File: config.mk
export PLATFORM = sky130hd
export DESIGN_NAME = gs_fpga_cfg_loader
export DESIGN_NICKNAME = d
export VERILOG_FILES = /design/src/rtl/gs_fpga_cfg_loader.sv
export SDC_FILE = /design/constraint.sdc
export NUM_CORES = 1
export LEC_CHECK = 0
export CORE_ASPECT_RATIO = 0.7
export CORE_MARGIN = 2
export CORE_UTILIZATION = 54
export CTS_CLUSTER_SIZE = 10
export DETAILED_ROUTE_END_ITERATION = 7
export HOLD_SLACK_MARGIN = 0.15
export PLACE_DENSITY_LB_ADDON = 0.05
export SYNTH_ARGS = -nofsm -noshare
export SYNTH_HDL_FRONTEND = slang
export SYNTH_SLANG_ARGS = --single-unit
File: constraint.sdc
create_clock -name clkin -period 2.68 [get_ports clkin]
set_input_delay 0.402 -clock clkin [delete_from_list [all_inputs] [get_ports clkin]]
set_output_delay 0.402 -clock clkin [all_outputs]
set_load 0.05 [all_outputs]
File: src/rtl/gs_fpga_cfg_loader.sv
// gs_fpga_cfg_loader: hardware initiator for the NeoGS CPLD FPGA-configuration
// port. It pulses nCONFIG, polls nSTATUS, streams a bitstream into port 11 and
// confirms CONF_DONE, issuing Z80-style IO cycles on the shared bus.
//
// Optional build macro: GS_CFG_LOADER_STATUS_CHECK_EN adds a nSTATUS read
// (CHK state) after every non-last bitstream byte.
//
// state    | meaning
// ---------+--------------------------------------------------------------
// IDLE     | waiting for start, bus released
// CFG_LO   | write 0x80 to port 10 (cold flag set, nCONFIG low)
// WAIT_LO  | hold nCONFIG low for NCFG_LOW_CYC clocks
// CFG_HI   | write 0x81 to port 10 (nCONFIG released)
// POLL_ST  | read port 10 until nSTATUS (d7) is high
// FETCH    | wait for a bitstream byte from the source
// WRITE    | write the byte to port 11
// CHK      | read port 10, nSTATUS must still be high (optional)
// POLL_DN  | read port 10 until CONF_DONE (d0) is high
// DONE     | one clock: success reported, back to IDLE
// ERR      | one clock: failure reported, back to IDLE

module gs_fpga_cfg_loader #(
    parameter int SETUP_CYC    = 1,
    parameter int STROBE_CYC   = 3,
    parameter int NCFG_LOW_CYC = 64,
    parameter int POLL_LIMIT   = 1024,
    parameter int CNT_W        = 16,
    parameter int BYTES_W      = 24
) (
    input  logic               clkin,
    input  logic               coldres_n,
    input  logic               start,
    output logic               busy,
    output logic               done,
    output logic               error,
    output logic [1:0]         err_code,
    output logic [BYTES_W-1:0] byte_cnt,
    input  logic [7:0]         s_data,
    input  logic               s_valid,
    input  logic               s_last,
    output logic               s_ready,
    output logic               iorq_n,
    output logic               rd_n,
    output logic               wr_n,
    output logic               a7,
    output logic               a6,
    output logic [7:0]         d_out,
    output logic               d_oe,
    input  logic [7:0]         d_in
);

    typedef enum logic [3:0] {
        ST_IDLE, ST_CFG_LO, ST_WAIT_LO, ST_CFG_HI, ST_POLL_ST, ST_FETCH,
        ST_WRITE, ST_POLL_DN, ST_DONE, ST_ERR
`ifdef GS_CFG_LOADER_STATUS_CHECK_EN
        , ST_CHK
`endif
    } state_t;

    typedef enum logic [1:0] {PH_IDLE, PH_ADDR, PH_STROBE, PH_HOLD} phase_t;

    state_t           state, state_next;
    phase_t           phase;
    logic [CNT_W-1:0] bus_cnt;
    logic [CNT_W-1:0] cnt;
    logic [7:0]       data_r;
    logic             last_r;
    logic             st_bit;
    logic             cd_bit;
    logic             s_ready_r;
    logic             hs;
    logic             bus_end;
    logic             next_is_bus;
    logic             wr_cyc;
    logic             port11;
    logic [1:0]       err_next;
    logic             unused_din;

    assign hs         = s_valid && s_ready_r;
    assign bus_end    = (phase == PH_HOLD);
    assign s_ready    = s_ready_r;
    assign unused_din = ^d_in[6:1];

    // State register
    always_ff @(posedge clkin) begin
        if (!coldres_n) state <= ST_IDLE;
        else            state <= state_next;
    end

    // Next-state logic; bus states advance only at the HOLD clock of their cycle
    always_comb begin
        state_next = state;
        err_next   = 2'd0;
        case (state)
            ST_IDLE:    if (start) state_next = ST_CFG_LO;
            ST_CFG_LO:  if (bus_end) state_next = ST_WAIT_LO;
            ST_WAIT_LO: if (cnt == '0) state_next = ST_CFG_HI;
            ST_CFG_HI:  if (bus_end) state_next = ST_POLL_ST;
            ST_POLL_ST: if (bus_end) begin
                if (st_bit)           state_next = ST_FETCH;
                else if (cnt == '0) begin
                    state_next = ST_ERR;
                    err_next   = 2'd1;
                end
            end
            ST_FETCH:   if (hs) state_next = ST_WRITE;
            ST_WRITE:   if (bus_end) begin
                if (last_r) state_next = ST_POLL_DN;
`ifdef GS_CFG_LOADER_STATUS_CHECK_EN
                else        state_next = ST_CHK;
`else
                else        state_next = ST_FETCH;
`endif
            end
`ifdef GS_CFG_LOADER_STATUS_CHECK_EN
            ST_CHK:     if (bus_end) begin
                if (st_bit) state_next = ST_FETCH;
                else begin
                    state_next = ST_ERR;
                    err_next   = 2'd2;
                end
            end
`endif
            ST_POLL_DN: if (bus_end) begin
                if (cd_bit)           state_next = ST_DONE;
                else if (cnt == '0) begin
                    state_next = ST_ERR;
                    err_next   = 2'd3;
                end
            end
            ST_DONE:    state_next = ST_IDLE;
            ST_ERR:     state_next = ST_IDLE;
            default:    state_next = ST_IDLE;
        endcase

        case (state_next)
            ST_CFG_LO, ST_CFG_HI, ST_POLL_ST, ST_WRITE, ST_POLL_DN: next_is_bus = 1'b1;
`ifdef GS_CFG_LOADER_STATUS_CHECK_EN
            ST_CHK:  next_is_bus = 1'b1;
`endif
            default: next_is_bus = 1'b0;
        endcase
    end

    // Bus cycle engine: a new cycle starts on the same edge a bus state is entered
    // (or re-entered for repeated polls), so consecutive reads run back to back
    always_ff @(posedge clkin) begin
        if (!coldres_n) begin
            phase   <= PH_IDLE;
            bus_cnt <= '0;
            st_bit  <= 1'b0;
            cd_bit  <= 1'b0;
        end else begin
            case (phase)
                PH_ADDR: begin
                    if (bus_cnt == '0) begin
                        phase   <= PH_STROBE;
                        bus_cnt <= CNT_W'(STROBE_CYC - 1);
                    end else begin
                        bus_cnt <= bus_cnt - CNT_W'(1);
                    end
                end
                PH_STROBE: begin
                    if (bus_cnt == '0) begin
                        phase  <= PH_HOLD;
                        st_bit <= d_in[7];
                        cd_bit <= d_in[0];
                    end else begin
                        bus_cnt <= bus_cnt - CNT_W'(1);
                    end
                end
                default: begin
                    if (next_is_bus) begin
                        phase   <= PH_ADDR;
                        bus_cnt <= CNT_W'(SETUP_CYC - 1);
                    end else begin
                        phase <= PH_IDLE;
                    end
                end
            endcase
        end
    end

    // Sequencer datapath: shared wait/poll down-counter, byte capture, status flags
    always_ff @(posedge clkin) begin
        if (!coldres_n) begin
            cnt       <= '0;
            data_r    <= 8'h00;
            last_r    <= 1'b0;
            s_ready_r <= 1'b0;
            byte_cnt  <= '0;
            done      <= 1'b0;
            error     <= 1'b0;
            err_code  <= 2'd0;
        end else begin
            if (state_next != state && state_next == ST_WAIT_LO)
                cnt <= CNT_W'(NCFG_LOW_CYC - 1);
            else if (state_next != state &&
                     (state_next == ST_POLL_ST || state_next == ST_POLL_DN))
                cnt <= CNT_W'(POLL_LIMIT - 1);
            else if (state == ST_WAIT_LO ||
                     ((state == ST_POLL_ST || state == ST_POLL_DN) && bus_end))
                cnt <= cnt - CNT_W'(1);

            s_ready_r <= (state == ST_FETCH) && !hs;
            if (state == ST_FETCH && hs) begin
                data_r <= s_data;
                last_r <= s_last;
            end

            if (state == ST_IDLE && start) begin
                byte_cnt <= '0;
                done     <= 1'b0;
                error    <= 1'b0;
                err_code <= 2'd0;
            end else begin
                if (state == ST_WRITE && bus_end && byte_cnt != '1)
                    byte_cnt <= byte_cnt + BYTES_W'(1);
                if (state_next == ST_DONE)
                    done <= 1'b1;
                if (state_next == ST_ERR) begin
                    error    <= 1'b1;
                    err_code <= err_next;
                end
            end
        end
    end

    // Output decode: bus pins from the cycle phase, payload from the FSM state
    always_comb begin
        wr_cyc = 1'b0;
        port11 = 1'b0;
        d_out  = 8'h00;
        case (state)
            ST_CFG_LO: begin wr_cyc = 1'b1; d_out = 8'h80; end
            ST_CFG_HI: begin wr_cyc = 1'b1; d_out = 8'h81; end
            ST_WRITE:  begin wr_cyc = 1'b1; port11 = 1'b1; d_out = data_r; end
            default:   ;
        endcase
        iorq_n = (phase != PH_STROBE);
        rd_n   = !((phase == PH_STROBE) && !wr_cyc);
        wr_n   = !((phase == PH_STROBE) && wr_cyc);
        a7     = (phase != PH_IDLE);
        a6     = (phase != PH_IDLE) && port11;
        d_oe   = (phase != PH_IDLE) && wr_cyc;
        busy   = !(state inside {ST_IDLE, ST_DONE, ST_ERR});
    end

endmodule
==> tab_implementation.tex <==
\begin{tabular}{lr}
\hline
Metric & Value \\
\hline
\multicolumn{2}{l}{\textbf{Outcome}} \\
Run status & finished, final reports clean \\
\multicolumn{2}{l}{\textbf{Setup path}} \\
Critical path endpoint category & output port \\
RR Startpoint & cnt[12] \\
Buffers and inverters on the worst path & 1 \\
CP Data Required Time & 2.28 ns \\
Critical path's slowest cell & sky130\_fd\_sc\_hd\_\_clkdlybuf4s50\_1 \\
Delay of the slowest critical-path stage & 0.80 ns \\
Crit path kind & flip-flop to output port \\
CP Cell Sequence & nor2b\_1 > or3\_1 > clkdlybuf4s50\_1 \\
Critical path startpoint category & flip-flop \\
Kind of cell adding the most delay to the critical path & buffers and inverters \\
Worst EP arrival & 2.13 ns \\
Worst-path maximum fanout & 11 \\
Launching element of the worst setup path & state[0] \\
\multicolumn{2}{l}{\textbf{Floorplanning}} \\
Height of the die & 77.08 microns \\
Initial core utilization & 56.04\% \\
Width of the die & 108.4 microns \\
Number of placement rows & 26 \\
Die outline area & 8356 sq um \\
Core Box Area & 7352 sq um \\
IO Pins & 65 \\
\multicolumn{2}{l}{\textbf{Logic synthesis}} \\
Synth top area share & 37.90\% \\
Sequential fraction of the synthesis area & 37.90\% \\
Post-Synthesis Net Count & 530 \\
Cell taking the most area after synthesis & sky130\_fd\_sc\_hd\_\_dfxtp\_1 \\
Prevailing post-synth register cell & sky130\_fd\_sc\_hd\_\_dfxtp\_1 \\
Synthesis warning total & 0 \\
Share of flip-flops with an asynchronous set or reset & 0\% \\
Post-Syn Instances & 502 \\
Top post-synthesis cells by area & sky130\_fd\_sc\_hd\_\_dfxtp\_1 (38\%), sky130\_fd\_sc\_hd\_\_nor2\_1 (6.4\%), sky130\_fd\_sc\_hd\_\_nand2\_1 (3.8\%) \\
Flops \& latches, synth & 78 \\
Mapped Avg Cell Area & 8.208 sq um \\
Netlist Area Pre-Place & 4120 sq um \\
Number of flops mapped to enable cells by yosys & 0 \\
Cell variety after synth & 57 \\
\multicolumn{2}{l}{\textbf{Cells and area}} \\
Footprint of the multi-input gates & 2434 sq um \\
Layout cells sized above 1 & 12.67\% \\
Most frequent cells in the layout & sky130\_fd\_sc\_hd\_\_dfxtp\_1 (77), sky130\_fd\_sc\_hd\_\_nor2\_1 (70), sky130\_fd\_sc\_hd\_\_clkdlybuf4s50\_1 (46) \\
Final core utilization & 70.25\% \\
Most common cell after layout, fill and taps aside & sky130\_fd\_sc\_hd\_\_dfxtp\_1 \\
Sequential cell area & 1563 sq um \\
Number of fillers in the final layout & 608 \\
Number of standard cells in the final layout excluding fillers & 674 \\
Area Overhead vs Synth & 25.36\% \\
Post-layout nets & 599 \\
Total inserted antenna cells & 0 \\
\multicolumn{2}{l}{\textbf{Timing}} \\
Unrepaired setup endpoints after global routing & false \\
Maximum clock frequency & 394.5 MHz \\
Final Hold Vio Count & 0 \\
Max-slew headroom & 66.18\% \\
Period utilization & 94.59\% \\
Actual slew at the worst max-slew pin & 0.5058 ns \\
Worst clock skew & 0.01063 ns \\
Worst hold slack & 0.4706 ns \\
Slew Viols, Final & 0 \\
Time the worst path needs with I/O delays and setup & 2.535 ns \\
Number of setup violations in the final report & 0 \\
Final total negative setup slack & 0 ns \\
Min setup slack post-route & 0.1450 ns \\
\multicolumn{2}{l}{\textbf{CTS}} \\
Clock Sink Count & 78 \\
Clock Tree Buf Depth & 2 \\
TritonCTS clock tree & yes \\
Clock insertion delay at the later pin of the skew report & 0.36 ns \\
Maximum level of the CTS H-tree & 3 \\
Clock root buffer & sky130\_fd\_sc\_hd\_\_clkbuf\_8 \\
Clock-pin slew of the registers on the worst-case setup and hold paths & 0.08 ns \\
CTS Buf Count & 9 \\
Number of buffers added to fix hold violations after cts & 0 \\
\multicolumn{2}{l}{\textbf{Drt}} \\
Vias per cell & 5.847 \\
Antenna violation net count after detailed routing & 0 \\
Total Routed Length & 10.16 mm \\
Number of detailed-route iterations in the first pass & 5 \\
Total number of vias & 3941 \\
Count of unresolved DRC violations after routing & 0 \\
Starting DRC count in detailed routing & 328 \\
Routed WL per cell & 15.07 microns \\
\multicolumn{2}{l}{\textbf{GRT}} \\
Wire length of the first global-routing pass & 17.15 mm \\
Via count of the first global-routing pass & 3635 \\
Pin count of the biggest net entering global routing & 26 \\
Global-route total usage across every layer & 25.69\% \\
Initial antenna violation count & 0 \\
Final global-route overflow total & 0 \\
\multicolumn{2}{l}{\textbf{Min path}} \\
Hold Path Class & flip-flop to flip-flop \\
Startpoint of the lowest-slack hold path & error \\
\multicolumn{2}{l}{\textbf{Placed design}} \\
GPL Wtd Cong & 0.8965 \\
Placed Instances & 657 \\
HPWL Detailed & 7.176 mm \\
Number of buffer cells added on primary ports & 58 \\
Post-Place Worst Slack & 0.05109 ns \\
\multicolumn{2}{l}{\textbf{Power and ir drop}} \\
Cell area power density & 724.9 nW/um\^{}2 \\
Leakage power & 0.001937 uW \\
Peak VDD IR & 0.4056 mV \\
\multicolumn{2}{l}{\textbf{Job}} \\
Number of maximum-capacitance violations & 0 \\
\hline
\end{tabular}
## state kept, by name, indices dropped and copies added (netlist names)
register / flops
phase: 2
error: 1
bus_cnt: 16
byte_cnt: 24
data_r: 8
cd_bit: 1
done: 1
s_ready: 1
st_bit: 1
cnt: 16
last_r: 1
state: 4
err_code: 2
## stage by stage
| step | area (sq um) | power, uW |
|---|---|---|
| global placement | 4883 | 2606 |
| finish | 5165 | 3744 |
| floorplan | 4120 | 2270 |
| detailed placement | 4883 | 2639 |
| global route | 5165 | 3959 |
| CTS | 5121 | 3700 |
## layout make-up
class                      count  area share [%]
clock inverter                 6           2.132
tap                           98           2.374
clock buffer                  10           2.471
sequential                    78           30.26
timing repair buffer          80           14.34
inverter                      18           1.308
multi-input combinational    384           47.12
## power breakdown
group	switching [uW]	leakage, uW	internal (uW)
Combinational	837	0.00119	519
Clock	447	0.000112	617
Sequential	92.2	0.000630	1230
Total	1380	0.00194	2370
## per-layer routing
metal  share of wire, %  track usage (%)
met1                 46            34.40
met2                 46            40.69
met3                6.9            7.653
met4                1.1            5.897
met5                  0                0
## path summary, 6_finish.rpt
| check | end | slack (ns) | cells past startpoint |
|---|---|---|---|
| max | busy | 0.15 | 3 |
| max reg2reg | byte_cnt[3] | 0.16 | 8 |
| min reg2reg | error | 0.47 | 1 |
| min | error | 0.47 | 1 |
## cells in the mapped netlist (all sizes together), types with 4 or more instances
master / instances
dfxtp: 78
nor2: 70
nand2: 42
a31oi: 24
a21oi: 22
o21ai: 22
inv: 18
nand3: 18
xnor2: 18
nor3: 16
clkbuf: 14
nand4: 14
xor2: 14
mux2i: 13
nor4: 12
and3: 10
or3: 10
buf: 8
and2: 7
ha: 7
nand2b: 6
nor3b: 6
a311oi: 5
nor2b: 5
o21a: 5
or4: 5
a21o: 4
## what timing repair did
item	in CTS	in global routing
hold endpoints to repair	0	0
gates resized for setup	0	8
buffers inserted	0	1
setup endpoints to repair	0	29
## kinds of logic (layout without fill, tap and decap cells)
| logic type | after synthesis | count (layout) | synth area share (%) |
|---|---|---|---|
| fa+ha+maj | 7 | 7 | 2.126 |
| compound gates | 100 | 100 | 16.00 |
| flops | 78 | 78 | 37.90 |
| simple gates | 231 | 231 | 29.73 |
| buf+inv | 40 | 114 | 4.008 |
| xor+xnor | 32 | 32 | 6.802 |
| mux | 14 | 14 | 3.431 |
No activity file was read; power rests on OpenSTA's default activity.
